[src/rtl/inst_fetch_pkg.sv]
// Shared constants and FSM encoding for the instruction fetch unit.
package inst_fetch_pkg;

    localparam logic [31:0] INST_NOP      = 32'h0000_0013;
    localparam logic [31:0] INI_INST_ADDR = 32'h0000_0000;

    typedef enum logic [1:0] {
        IF_START = 2'd0,
        IF_FETCH = 2'd1,
        IF_FLUSH = 2'd2
    } if_state_t;

endpackage

[src/rtl/inst_fetch_fifo.sv]
// Circular fetch buffer: slots are allocated on grant, filled in order on response,
// and popped from the head. Pointers carry an extra MSB so count covers a full buffer.
module inst_fetch_fifo #(
    parameter int DEPTH  = 2,
    parameter int ADDR_W = 32,
    parameter int DATA_W = 32,
    localparam int PTR_W = $clog2(DEPTH)
) (
    input  logic              clk,
    input  logic              rst,
    input  logic              alloc,
    input  logic [ADDR_W-1:0] alloc_addr,
    input  logic              fill,
    input  logic [DATA_W-1:0] fill_data,
    input  logic              pop,
    input  logic              clear,
    output logic              head_valid,
    output logic [ADDR_W-1:0] head_addr,
    output logic [DATA_W-1:0] head_data,
    output logic [PTR_W:0]    count
);

    localparam logic [PTR_W-1:0] IDX_ONE = PTR_W'(1);
    localparam logic [PTR_W:0]   PTR_ONE = (PTR_W + 1)'(1);

    logic [ADDR_W-1:0] addr_q [DEPTH];
    logic [DATA_W-1:0] data_q [DEPTH];
    logic [DEPTH-1:0]  valid_q;
    logic [PTR_W-1:0]  wr_ptr;
    logic [PTR_W:0]    fill_ptr;
    logic [PTR_W:0]    rd_ptr;
    logic [PTR_W-1:0]  fill_idx;
    logic [PTR_W-1:0]  rd_idx;

    assign fill_idx   = fill_ptr[PTR_W-1:0];
    assign rd_idx     = rd_ptr[PTR_W-1:0];
    assign count      = fill_ptr - rd_ptr;
    assign head_valid = valid_q[rd_idx];
    assign head_addr  = addr_q[rd_idx];
    assign head_data  = data_q[rd_idx];

    // NOTE: sequential state uses non-blocking assignments so every flop samples pre-edge values.
    always_ff @(posedge clk or negedge rst) begin
        if (!rst) begin
            wr_ptr   <= '0;
            fill_ptr <= '0;
            rd_ptr   <= '0;
            valid_q  <= '0;
        end else if (clear) begin
            wr_ptr   <= '0;
            fill_ptr <= '0;
            rd_ptr   <= '0;
            valid_q  <= '0;
        end else begin
            if (alloc) begin
                wr_ptr <= wr_ptr + IDX_ONE;
            end
            if (fill) begin
                valid_q[fill_idx] <= 1'b1;
                fill_ptr          <= fill_ptr + PTR_ONE;
            end
            // A bypassed word fills and pops the same slot; the later clear wins.
            if (pop) begin
                valid_q[rd_idx] <= 1'b0;
                rd_ptr          <= rd_ptr + PTR_ONE;
            end
        end
    end

    // NOTE: payload storage has no reset; valid_q alone decides whether a slot is meaningful.
    always_ff @(posedge clk) begin
        if (alloc) begin
            addr_q[wr_ptr] <= alloc_addr;
        end
        if (fill) begin
            data_q[fill_idx] <= fill_data;
        end
    end

endmodule

[src/rtl/inst_fetch.sv]
// Instruction fetch: issues in-order reads for pc, queues responses for decode, flushes on jump.
// Optional macro FETCH_BYPASS_EN forwards a response straight to decode when the queue is empty.
module inst_fetch
    import inst_fetch_pkg::*;
#(
    parameter int FIFO_DEPTH = 2,
    parameter int ADDR_W     = 32,
    parameter int DATA_W     = 32
) (
    input  logic              clk,
    input  logic              rst,
    input  logic [ADDR_W-1:0] pc_i,
    input  logic              jump_i,
    output logic              hold_o,
    output logic              mem_req_o,
    output logic [ADDR_W-1:0] mem_addr_o,
    input  logic              mem_gnt_i,
    input  logic              mem_rvalid_i,
    input  logic [DATA_W-1:0] mem_rdata_i,
    input  logic              id_ready_i,
    output logic              inst_valid_o,
    output logic [DATA_W-1:0] inst_o,
    output logic [ADDR_W-1:0] inst_addr_o
);

    localparam int CNT_W = $clog2(FIFO_DEPTH) + 1;
    localparam logic [CNT_W-1:0] CNT_ONE   = CNT_W'(1);
    localparam logic [CNT_W:0]   DEPTH_LIM = (CNT_W + 1)'(FIFO_DEPTH);

    if_state_t         state_q, state_d;
    logic [CNT_W-1:0]  outstanding_q, outstanding_d;
    logic [CNT_W-1:0]  discard_q, discard_d;
    logic [CNT_W-1:0]  fifo_count;
    logic [CNT_W:0]    occupancy;
    logic              head_valid;
    logic [ADDR_W-1:0] head_addr;
    logic [DATA_W-1:0] head_data;
    logic              jump_act;
    logic              grant;
    logic              resp_live;
    logic              bypass;
    logic              pop;

    assign jump_act  = jump_i & (state_q != IF_START);
    assign occupancy = {1'b0, fifo_count} + {1'b0, outstanding_q};
    assign grant     = mem_req_o & mem_gnt_i;
    assign resp_live = mem_rvalid_i & (discard_q == '0) & ~jump_act;
    assign pop       = inst_valid_o & id_ready_i & ~jump_act;

`ifdef FETCH_BYPASS_EN
    assign bypass = resp_live & ~head_valid;
`else
    assign bypass = 1'b0;
`endif

    inst_fetch_fifo #(
        .DEPTH  (FIFO_DEPTH),
        .ADDR_W (ADDR_W),
        .DATA_W (DATA_W)
    ) u_fifo (
        .clk        (clk),
        .rst        (rst),
        .alloc      (grant),
        .alloc_addr (pc_i),
        .fill       (resp_live),
        .fill_data  (mem_rdata_i),
        .pop        (pop),
        .clear      (jump_act),
        .head_valid (head_valid),
        .head_addr  (head_addr),
        .head_data  (head_data),
        .count      (fifo_count)
    );

    always_ff @(posedge clk or negedge rst) begin
        if (!rst) begin
            state_q       <= IF_START;
            outstanding_q <= '0;
            discard_q     <= '0;
        end else begin
            state_q       <= state_d;
            outstanding_q <= outstanding_d;
            discard_q     <= discard_d;
        end
    end

    // NOTE: every output of this block gets a default first, so no path can infer a latch.
    always_comb begin
        state_d       = state_q;
        outstanding_d = outstanding_q;
        discard_d     = discard_q;
        mem_req_o     = 1'b0;
        mem_addr_o    = pc_i;
        hold_o        = 1'b1;

        if (state_q == IF_FETCH && occupancy < DEPTH_LIM && !jump_i) begin
            mem_req_o = 1'b1;
        end
        hold_o = ~(mem_req_o & mem_gnt_i);

        if (grant) begin
            outstanding_d = outstanding_d + CNT_ONE;
        end
        if (mem_rvalid_i) begin
            outstanding_d = outstanding_d - CNT_ONE;
        end

        // A response arriving with the jump is already accounted for, so it is not discarded twice.
        if (jump_act) begin
            discard_d = outstanding_q - (mem_rvalid_i ? CNT_ONE : '0);
        end else if (mem_rvalid_i && discard_q != '0) begin
            discard_d = discard_q - CNT_ONE;
        end

        case (state_q)
            IF_START: state_d = IF_FETCH;
            IF_FETCH: begin
                if (jump_act && discard_d != '0) begin
                    state_d = IF_FLUSH;
                end
            end
            IF_FLUSH: begin
                if (discard_d == '0) begin
                    state_d = IF_FETCH;
                end
            end
            default: state_d = IF_START;
        endcase
    end

    always_comb begin
        inst_valid_o = 1'b0;
        inst_o       = DATA_W'(INST_NOP);
        inst_addr_o  = ADDR_W'(INI_INST_ADDR);
        if (head_valid) begin
            inst_valid_o = 1'b1;
            inst_o       = head_data;
            inst_addr_o  = head_addr;
        end else if (bypass) begin
            inst_valid_o = 1'b1;
            inst_o       = mem_rdata_i;
            inst_addr_o  = head_addr;
        end
    end

    rvalid_needs_outstanding: assert property (
        @(posedge clk) disable iff (!rst) mem_rvalid_i |-> (outstanding_q != '0)
    ) else $error("inst_fetch: rvalid with no outstanding request");

endmodule

[config.mk]
export PLATFORM = sky130hd
export DESIGN_NAME = inst_fetch
export DESIGN_NICKNAME = d
export VERILOG_FILES = /design/src/rtl/inst_fetch_pkg.sv /design/src/rtl/inst_fetch_fifo.sv /design/src/rtl/inst_fetch.sv
export SDC_FILE = /design/constraint.sdc
export NUM_CORES = 1
export LEC_CHECK = 0
export ABC_AREA = 1
export BUFFER_PORTS_ARGS = -buffer_cell sky130_fd_sc_hd__buf_4
export CORE_MARGIN = 1
export CORE_UTILIZATION = 52
export CTS_CLUSTER_SIZE = 20
export DETAILED_ROUTE_END_ITERATION = 16
export GPL_TIMING_DRIVEN = 0
export PLACE_DENSITY_LB_ADDON = 0.3
export REMOVE_ABC_BUFFERS = 1
export SLEW_MARGIN = 0
export SYNTH_ARGS = -nofsm -noshare
export SYNTH_HDL_FRONTEND = slang
export SYNTH_SLANG_ARGS = --single-unit
[constraint.sdc]
create_clock -name clk -period 3.87 [get_ports clk]
set_input_delay 0.387 -clock clk [delete_from_list [all_inputs] [get_ports clk]]
set_output_delay 0.387 -clock clk [all_outputs]
set_load 0.02 [all_outputs]
# ---- Yosys cells after proc, flatten, opt, wreduce, memory -nomap -nowiden
# Memories as Yosys holds them, arrays and structs flattened.
# Index checks and enable logic that the tools add are counted.
dict set report word_totals {
  wordCells 87
  rom_bits 0
  latchBits 0
  ramBits 128
  n_memories 2
  reg_bits 13
}
# name words width rd rd_clocked_by_memory_dff write_ports line
set memory_table {}
lappend memory_table {u_fifo.addr_q 2 32 1 0 1 inst_fetch_fifo.sv:26} ;# logic [ADDR_W-1:0] addr_q [DEPTH];
lappend memory_table {u_fifo.data_q 2 32 1 0 1 inst_fetch_fifo.sv:27} ;# logic [DATA_W-1:0] data_q [DEPTH];
dict set report op_classes {
  multipliers 0
  magnitude_cmp 5
  muxes 32
  n_div 0
  add_sub_neg 9
  bitwise_logic 11
  n_reduce_logical 17
  n_eq_ne 4
  n_shift 0
}
# cell n
set op_table {}
lappend op_table {{$mux 32} 2}
lappend op_table {{$mux 2} 14}
lappend op_table {{$mux 1} 13}
lappend op_table {{$reduce_bool 2->1} 6}
lappend op_table {{$add 2x1->2 const B} 3}
lappend op_table {{$and 1x1->1} 6}
lappend op_table {{$logic_and 1x1->1} 6}
lappend op_table {{$logic_not 2->1} 3}
lappend op_table {{$pmux 2 s3} 1}
lappend op_table {{$lt 1x2->1 const B} 2}
lappend op_table {{$sub 2x1->2 const B} 2}
lappend op_table {{$add 2x2->3} 1}
lappend op_table {{$lt 3x2->1 const B} 1}
lappend op_table {{$and 2x2->2} 1}
lappend op_table {{$demux 1 s1} 2}
lappend op_table {{$eq 2x1->1 const B} 1}
lappend op_table {{$eq 2x2->1 const B} 1}
lappend op_table {{$ge 1x1->1 const B} 2}
lappend op_table {{$ne 2x1->1 const B} 1}
lappend op_table {{$ne 2x2->1 const B} 1}
lappend op_table {{$not 1->1} 2}
lappend op_table {{$not 2->2} 1}
lappend op_table {{$or 2x2->2} 1}
lappend op_table {{$reduce_and 2->1} 1}
lappend op_table {{4 further kinds} 4}

# ---- Depth between registers and ports, before layout
# Gate-level depths: netlist (run 1).
dict set report logic_depth {
  word_depth 10
  mapped_depth 13
  mapped_depth_nobuf 13
}

# ---- By module
# A second synthesis (run 1) with hierarchy kept.
dict set report unflattened {
  hier_cells 619
  hier_area_um2 6263.5
}
# module seq_area_each_um2 n_inst area_per_inst_um2 cells_each
set by_module_without_submodules {}
lappend by_module_without_submodules {inst_fetch_fifo 4018.9 1 5044.8 388}
lappend by_module_without_submodules {inst_fetch 150.1 1 1218.7 231}

# ---- Worst setup path after synthesis (run 1)
# Ideal clock, no wire load.
dict set report synth_path {
  path_type {reg-to-reg}
  from {register u_fifo.rd_ptr[0]}
  to {memory u_fifo.addr_q[0][0], enable pin}
  stages_incl_launch_ff 8
  slack_ps -17
  t_arrival_ps 3466
  t_required_ps 3449
  period_less_slack_ps 3887
  setup_ps 421
  path_cell_list {dfrtp_1 ha_1 or2_2 fa_1 nand3_1 nor2_2 nand2_2 nor2_1}
}
dict set report synth_between {
  elab_chain_cells 9
}
# element line
set synth_lines {}
lappend synth_lines {{start: declaration} inst_fetch_fifo.sv:31} ;# logic [PTR_W:0] rd_ptr;
lappend synth_lines {{start signal: assignment} inst_fetch_fifo.sv:65} ;# rd_ptr <= rd_ptr + PTR_ONE;
lappend synth_lines {{$sub 2x2->2} inst_fetch_fifo.sv:37} ;# assign count = fill_ptr - rd_ptr;
lappend synth_lines {{$add 2x2->3} inst_fetch.sv:45} ;# assign occupancy = {1'b0, fifo_count} + {1'b0, outstanding_q};
lappend synth_lines {{$lt 3x2->1} inst_fetch.sv:96} ;# if (state_q == IF_FETCH && occupancy < DEPTH_LIM && !jump_i) begin
lappend synth_lines {{$logic_and 1x1->1 (2 in a row)} inst_fetch.sv:96}
lappend synth_lines {{$mux 1} inst_fetch.sv:96}
lappend synth_lines {{named net mem_req_o} inst_fetch.sv:15} ;# output logic mem_req_o,
lappend synth_lines {{$and 1x1->1} inst_fetch.sv:46} ;# assign grant = mem_req_o & mem_gnt_i;
lappend synth_lines {{$mux 1} inst_fetch_fifo.sv:72} ;# if (alloc) begin
lappend synth_lines {{$mux 1 (implied by the code)} inst_fetch_fifo.sv:73} ;# addr_q[wr_ptr] <= alloc_addr;
lappend synth_lines {{end: declaration} inst_fetch_fifo.sv:26}
# The timed path passes the listed nets, and every way through them passes these cells.

# ---- Final worst setup path (run 1)
dict set report layout_path {
  from {register u_fifo.rd_ptr[0]}
  to {memory u_fifo.addr_q[1][21], enable pin}
}
dict set report layout_between {
  elab_chain_cells 9
}
# element line
set layout_lines {}
lappend layout_lines {{$sub 2x2->2} inst_fetch_fifo.sv:37}
lappend layout_lines {{$add 2x2->3} inst_fetch.sv:45}
lappend layout_lines {{$lt 3x2->1} inst_fetch.sv:96}
lappend layout_lines {{$logic_and 1x1->1 (2 in a row)} inst_fetch.sv:96}
lappend layout_lines {{$mux 1} inst_fetch.sv:96}
lappend layout_lines {{$and 1x1->1} inst_fetch.sv:46}
lappend layout_lines {{$mux 1} inst_fetch_fifo.sv:72}
lappend layout_lines {{$mux 1 (implied by the code)} inst_fetch_fifo.sv:73}
# Every way passes these cells.

==> summary.md, run 1 <==
| Metric | Value |
|---|---|
| Mean cell area of the mapped netlist | 10.3 um2 |
| Wire length of the first global-routing pass | about 20 mm |
| Deepest clock path buffer count | 2 |
| Slew of the pin with the lowest slew margin | between 0.9 and 1 ns |
| TritonCTS clock tree | built |
| CP Data Arrival Time | approximately 3.6 ns |
| Vias per std cell | about 4.7 |
| Clk_lat worst skew | approximately 0.4 ns |
| Worst slew margin relative to its limit | between 30% and 40% |
| Area of the mapped netlist | 6130 um2 |
| Final-stage net count | a little over 800 |
| I/O pin total | approximately 170 |
| Chip Width | around 110 um |
| Met2 capacity usage during global routing | 34.4% |
| CP endpoint kind | flip-flop |
| Drt pass-1 iters | 4 |
| Max cap viols | 0 |
| Total power per unit cell area | 663 nW/um2 |
| Detailed Route Iter0 Violations | roughly 270 |
| Final Non-Filler Cells | between 800 and 900 |
| Ant. Diodes | 0 |
| Maximum number of pins on one net before global-route repair | 65 |
| Max Clock Skew | approximately 0.011 ns |
| Number of placed instances, taps included | 860 |
| Routability Congestion | between 0.7 and 0.8 |
| Effective utilization at floorplan | roughly 53% |
| Final critical delay including setup and external delays | around 3.5 ns |
| Part of the cycle the worst path needs | 91.2% |
| WS Path Type | flip-flop to flip-flop |
| Run status | completed |
| Hold violation count in the final report | 0 |
| DRC violations left | 0 |
| Port Buffers | 168 |
| Final count of pins violating max slew | 0 |
| Static Leakage | 3.94 nW |
| Met3 track demand over resource | 6.26% |
| Launch point of the worst reg-to-reg path | u_fifo.rd_ptr[0]$_DFFE_PN0P_ |
| Residual overflow from global routing | 0 |
| Vias | roughly 4200 |
| Overall global routing resource usage | 20.8% |
| Cell variety after synth | 23 |
| Clock sinks | about 140 |
| Synth warnings | 0 |
| Largest fanout on the critical path | 32 |
| Rows | 39 |
| Top Usage Layer GRT | met2 |
| Kind of start point of the critical path | flip-flop |
| Post-DR wirelength/cell | ~14 um |
| Count of state elements after synthesis | roughly 140 |
| Detailed placement HPWL | 7.85 mm |
| Setup crit end | u_fifo.addr_q[1][21]$_DFFE_PP_ |
| Leading cell type in the layout, fill and taps excluded | nand2_1 |
| Most frequent cells in the layout | nand2_1 (277), buf_4 (168), edfxtp_1 (128), inv_1 (78), clkbuf_16 (17) |
| Worst Setup Slack post-DPL | ~0.35 ns |
| Start point of the worst hold path | mem_rdata_i[8] |
| Antenna violations before repair | 0 |
| Fmax | around 0.28 GHz |
| Class of the worst hold path | input port to flip-flop |
| Start point of the critical path | u_fifo.rd_ptr[0]$_DFFE_PN0P_ |
| Final Instance Area | roughly 8000 um2 |
| Final design utilization | a little over two thirds |
| Fraction of the yosys area taken by sequential cells | between 60% and 70% |
| Grt met1 use | around a quarter |
| Total number of H-tree levels | 4 |
| Clock input transition at the sequential cells of the worst setup and hold paths | 0.06 ns |
| Vias in the first global route | ~4200 |
| Die extent in y | ~110 um |
| Buffer type at the clock tree root | clkbuf_16 |
| Worst r2r path cells | 7 |
| Total setup violations reported at the end of the flow | 0 |
| Number of standard cells after synthesis | about 600 |
| Final-layout setup total negative slack | 0 ns |
| Worst Hold Margin | about 0.16 ns |
| ANT nets after route | 0 |
| Routed wire length | between 10 and 15 mm |
| Synth-to-Final Area Change | 30.0% |
| Unrepaired setup endpoints after global routing | no |
| Share of final-layout standard cells stronger than drive strength 1 | roughly 28% |
| Worst Path Required | a little under 4 ns |
| Placed Instance Area | about 7400 um2 |
| Final worst slack | between 0.3 and 0.4 ns |
| Critical register-to-register path endpoint | u_fifo.addr_q[1][21]$_DFFE_PP_ |
| Clock buffers created by TritonCTS | 17 |
| Pwr Total | approximately 5.3 mW |
| Highest ir drop seen on vdd | roughly 0.00036 V |
| Worst-case register-to-register setup slack | around 0.34 ns |
| Post-CTS setup repair buffer count | 0 |
| Core ar. | 11500 um2 |
| Die area | around 12000 um2 |
flip-flops by register name, indices dropped and copies added (netlist names):
signal	flops
discard_q	2
outstanding_q	2
state_q	2
u_fifo.addr_q	64
u_fifo.data_q	64
u_fifo.fill_ptr	2
u_fifo.rd_ptr	2
u_fifo.valid_q	2
u_fifo.wr_ptr	1
routing by layer:
layer	share of wire (%)	vias to the layer above
li1	-	2125
met1	42	1938
met2	50	155
met3	6.6	14
met4	1.3	0
met5	0	-
critical path, stage by stage, from the launching register on:
cell and delay [ns]:
dfrtp_2 0.76, ha_1 0.34, or2_2 0.32, fa_1 0.52, nand3_1 0.09, nor2_2 0.17, nand2_2 0.18, nor2_4 0.74
worst min path at each step:
stage | end | slack [ns] | cells after the start
final | u_fifo.data_q[1][8]$_DFFE_PP_ | 0.16 | 1
after global routing | u_fifo.data_q[0][22]$_DFFE_PP_ | 0.14 | 1
after CTS | u_fifo.data_q[0][12]$_DFFE_PP_ | 0.14 | 1
after detailed placement | state_q[1]$_DFFE_PN0P_ | 0.24 | 1
after global placement | outstanding_q[0]$_DFF_PN0_ | 0.24 | 1
after floorplan | discard_q[0]$_DFF_PN0_ | 0.09 | 0
what timing repair did:
| action | CTS | global route |
|---|---|---|
| hold buffers | 1 | 0 |
| endpoints found under the hold margin | 13 | 0 |
| gates resized for setup | 0 | 2 |
| setup endpoints to repair | 0 | 34 |
kinds of logic after synthesis:
group	count (synthesis)	share of synthesized area [%]
compound gates	8	0.714
simple gates	306	19.3
buf+inv	132	10.5
fa+ha+maj	4	0.938
xor+xnor	4	0.571
flops	141	68.0
power by group:
group	switching, mW	internal [mW]	total [mW]
logic	1.07	0.589	1.66
registers	0.126	1.86	1.99
clock network	0.578	1.07	1.64
total	1.77	3.51	5.29
layout make-up:
type / count / area [um2]
inverters: 80 / 303
repair buffers: 175 / 1370
flip-flops and latches: 141 / 4170
multi-input cells: 322 / 1350
well taps: 143 / 179
clock buffers: 18 / 429
clock inverters: 14 / 175
fillers: 829 / 3490
synthesized netlist by cell type (all sizes together):
master | instances | share of area (%)
nand4 | 1 | 0.10
nand3b | 1 | 0.12
inv | 80 | 4.9
or2 | 1 | 0.10
buf | 47 | 5.3
nand3 | 15 | 1.2
edfxtp | 128 | 63
clkbuf | 5 | 0.31
nor2 | 8 | 0.53
nand2 | 279 | 17
xor2 | 2 | 0.29
nor3 | 1 | 0.082
o21ai | 3 | 0.31
a21oi | 5 | 0.41
xnor2 | 2 | 0.29
dfrtp | 13 | 5.3
fa | 1 | 0.33
ha | 3 | 0.61
Note: power is estimated with default switching activity, not from simulation.
==> run 2: changes to the inputs <==
--- a/config.mk
+++ b/config.mk
@@ -5,13 +5,13 @@
 export SDC_FILE = /design/constraint.sdc
 export NUM_CORES = 1
 export LEC_CHECK = 0
-export ABC_AREA = 1
 export BUFFER_PORTS_ARGS = -buffer_cell sky130_fd_sc_hd__buf_4
 export CORE_MARGIN = 1
 export CORE_UTILIZATION = 52
 export CTS_CLUSTER_SIZE = 20
 export DETAILED_ROUTE_END_ITERATION = 16
 export GPL_TIMING_DRIVEN = 0
+export MAX_ROUTING_LAYER = met4
 export PLACE_DENSITY_LB_ADDON = 0.3
 export REMOVE_ABC_BUFFERS = 1
 export SLEW_MARGIN = 0
==> run 2 against run 1 <==
Net effect: critical endpoint is now u_fifo.addr_q[0][5]$_DFFE_PP_; largest power group unchanged; critical path type unchanged; area after synthesis down 5.1%; count of clock-buffer cells in the layout fell by 1; via count fell by 18%.
==> summary.md, run 2 <==
| Metric | Value |
|---|---|
| Clock sinks | 141 (unchanged) |
| Share of final-layout standard cells stronger than drive strength 1 | 39.6% (was 28.3%) |
| Fraction of the yosys area taken by sequential cells | 71.6% (was 68.0%) |
| Residual overflow from global routing | 0 (unchanged) |
| Max cap viols | 0 (unchanged) |
| Ranking of synthesized cells by instance count | edfxtp_1 (128), nor2_1 (72), mux2i_1 (62), buf_4 (37), dfrtp_1 (13) (was nand2_1 (278), edfxtp_1 (128), inv_1 (78), buf_4 (37), nand3_1 (15)) |
| Final critical delay including setup and external delays | 3.48 ns (was 3.53 ns) |
| Die extent in y | 108 um (was 111 um) |
| Registers with the highest flip-flop counts | u_fifo.addr_q (64), u_fifo.data_q (64) (unchanged) |
| Final count of pins violating max slew | 0 (unchanged) |
| Static Leakage | 2.93 nW (was 3.94 nW) |
| Leading cell type by number of instances after synthesis | edfxtp_1 (was nand2_1) |
| Worst Hold Margin | 0.0377 ns (was 0.163 ns) |
| Fill cell count | 737 (was 829) |
| Worst slew margin relative to its limit | 37.9% (about the same) |
| Synth area leader | edfxtp_1 (unchanged) |
| Largest fanout on the critical path | 32 (unchanged) |
| Total number of H-tree levels | 4 (unchanged) |
| Total power per unit cell area | 667 nW/um2 (was 663 nW/um2) |
| Area of the mapped netlist | 5820 um2 (was 6130 um2) |
| Mean cell area of the mapped netlist | 15.3 um2 (was 10.3 um2) |
| Maximum number of pins on one net before global-route repair | 49 (was 65) |
| Slew of the pin with the lowest slew margin | 0.929 ns (was 0.930 ns) |
| Routed wire length | 10.6 mm (was 12.2 mm) |
| Count of state elements after synthesis | 141 (unchanged) |
| Vias in the first global route | 3380 (was 4165) |
| Number of cells upsized or downsized after cts | 0 (unchanged) |
| Synth-to-Final Area Change | 31.1% (was 30.0%) |
| Port Buffers | 168 (unchanged) |
| EDFF count, synth | 128 (unchanged) |
| Proportion of register bits with asynchronous set or reset after synthesis | 9.22% (unchanged) |
| Cell variety after synth | 33 (was 23) |
| Final-layout setup total negative slack | 0 ns (unchanged) |
| I/O pin total | 169 (unchanged) |
| Number of standard cells after synthesis | 381 (was 595) |
| Overall global routing resource usage | 19.9% (was 20.8%) |
| Rows | 38 (was 39) |
| DRC violations left | 0 (unchanged) |
| Effective utilization at floorplan | 53.5% (about the same) |
| Detailed placement HPWL | 7.20 mm (was 7.85 mm) |
| Vias per std cell | 5.08 (was 4.74) |
| Unrepaired setup endpoints after global routing | no (unchanged) |
| Ant. Diodes | 0 (unchanged) |
| Chip Width | 108 um (was 111 um) |
| CP Data Arrival Time | 3.63 ns (was 3.55 ns) |
| Total setup violations reported at the end of the flow | 0 (unchanged) |
| Synth Flop Type | edfxtp_1 (unchanged) |
| Worst Path Required | 4.02 ns (was 3.89 ns) |
| Post-DR wirelength/cell | 15.6 um (was 13.7 um) |
| Hold violation count in the final report | 0 (unchanged) |
| Leading cell type in the layout, fill and taps excluded | buf_4 (was nand2_1) |
| Drt pass-1 iters | 4 (unchanged) |
| Antenna violations before repair | 0 (unchanged) |
| Fmax | 0.287 GHz (was 0.283 GHz) |
| Wire length of the first global-routing pass | 16.3 mm (was 19.8 mm) |
| Clk_lat worst skew | 0.53 ns (was 0.41 ns) |
| Routability Congestion | 0.795 (was 0.767) |
| Highest ir drop seen on vdd | 0.000337 V (was 0.000356 V) |
| Final-stage net count | 601 (was 811) |
| Max Clock Skew | 0.00987 ns (was 0.0113 ns) |
| Top-area cell type share of the netlist area | 66.0% (was 62.7%) |
| WS Path Type | flip-flop to flip-flop (unchanged) |
| Run status | completed (unchanged) |
| ANT nets after route | 0 (unchanged) |
| Detailed Route Iter0 Violations | 158 (was 266) |
| Clock input transition at the sequential cells of the worst setup and hold paths | 0.07 ns (was 0.06 ns) |
| Clock buffers created by TritonCTS | 17 (unchanged) |
| Area used by multi-input combinational logic | 1320 um2 (was 1350 um2) |
| Buffer type at the clock tree root | clkbuf_8 (was clkbuf_16) |
| Part of the cycle the worst path needs | 90.0% (was 91.2%) |
| Vias | 3452 (was 4232) |
| Die area | 11600 um2 (was 12200 um2) |
| Kind of start point of the critical path | flip-flop (unchanged) |
| Most frequent cells in the layout | buf_4 (168), edfxtp_1 (128), nor2_1 (70), mux2i_1 (62), clkbuf_16 (16) (was nand2_1 (277), buf_4 (168), edfxtp_1 (128), inv_1 (78), clkbuf_16 (17)) |
| CP endpoint kind | flip-flop (unchanged) |
| FF/Latch Area | 4170 um2 (about the same) |
| Deepest clock path buffer count | 2 (unchanged) |
| TritonCTS clock tree | built (unchanged) |
| Leading post-synthesis cells by cell area | edfxtp_1 (66%), mux2i_1 (11%), dfrtp_1 (5.6%) (was edfxtp_1 (63%), nand2_1 (17%), dfrtp_1 (5.3%)) |
| Class of the worst hold path | input port to flip-flop (unchanged) |
| Core ar. | 10900 um2 (was 11500 um2) |
| Synth warnings | 0 (unchanged) |
## run 2: timing repair
action                                  4_1_cts  5_1_grt
endpoints found under the setup margin        0        0
hold buffers                                  1        0
endpoints found under the hold margin        13        0
setup buffers                                 0        0
## run 2: layout make-up
type                       count  share of cell area [%]
multi-input combinational    184                    17.3
sequential                   141                    54.6
clock buffer                  17                    5.42
inverter                       9                   0.442
clock inverter                15                    2.20
timing repair buffer         174                    17.7
tap                          140                    2.29
## run 2: layer usage
metal  track usage (%)  wire length [um]
met5                 -                 0
met4              9.88               222
met3              5.39               731
met2              33.4              5500
met1              21.9              4170
## run 2: final timing paths
path / startpoint / end / slack [ns] / depth (start not counted)
min in group asynchronous: rst / outstanding_q[0]$_DFF_PN0_ / 0.24 / 2
max in group asynchronous: rst / u_fifo.rd_ptr[0]$_DFFE_PN0P_ / 3.44 / 2
setup reg to reg: u_fifo.rd_ptr[0]$_DFFE_PN0P_ / u_fifo.addr_q[0][5]$_DFFE_PP_ / 0.39 / 8
hold reg to reg: outstanding_q[1]$_DFF_PN0_ / outstanding_q[1]$_DFF_PN0_ / 0.56 / 1
hold / removal: mem_rdata_i[20] / u_fifo.data_q[1][20]$_DFFE_PP_ / 0.04 / 1
setup / recovery: u_fifo.rd_ptr[0]$_DFFE_PN0P_ / u_fifo.addr_q[0][5]$_DFFE_PP_ / 0.39 / 8
## run 2: worst max-delay path: stages, from the launching register on
cell     delay (ns)
dfrtp_4        0.65
ha_1           0.29
xor2_1         0.15
xnor2_1        0.14
fa_1           0.49
nand2_1        0.11
nor4_4         0.38
inv_1          0.15
nor2_4         0.72
## run 2: stage by stage
step           setup WS, ns  util, %  power, mW  cells  area, um2
3_3_place_gp          -3.34     63.7       3.55    642       6930
6_report              0.387     70.1       5.09    680       7640
5_1_grt               0.173     70.1       5.33    680       7640
2_1_floorplan         -1.91        -       2.97    334       5500
4_1_cts               0.321     70.1       5.14    680       7640
3_5_place_dp          0.332     64.7       3.57    647       7050
## run 2: power by group
group	leakage [nW]	switching [mW]	internal [mW]	total (mW)
sequential	1.32	0.129	1.86	1.98
combinational	1.33	0.875	0.670	1.54
clock	0.282	0.673	0.888	1.56
total	2.93	1.68	3.41	5.09
## run 2: kinds of logic after synthesis
logic type	synth area share (%)
XOR/XNOR	1.50
buffers and inverters	6.21
multiplexers	10.7
AO/OA/AOI/OAI	2.28
AND/OR/NAND/NOR	6.79
flip-flops	71.6
adder cells (fa/ha/maj)	0.988
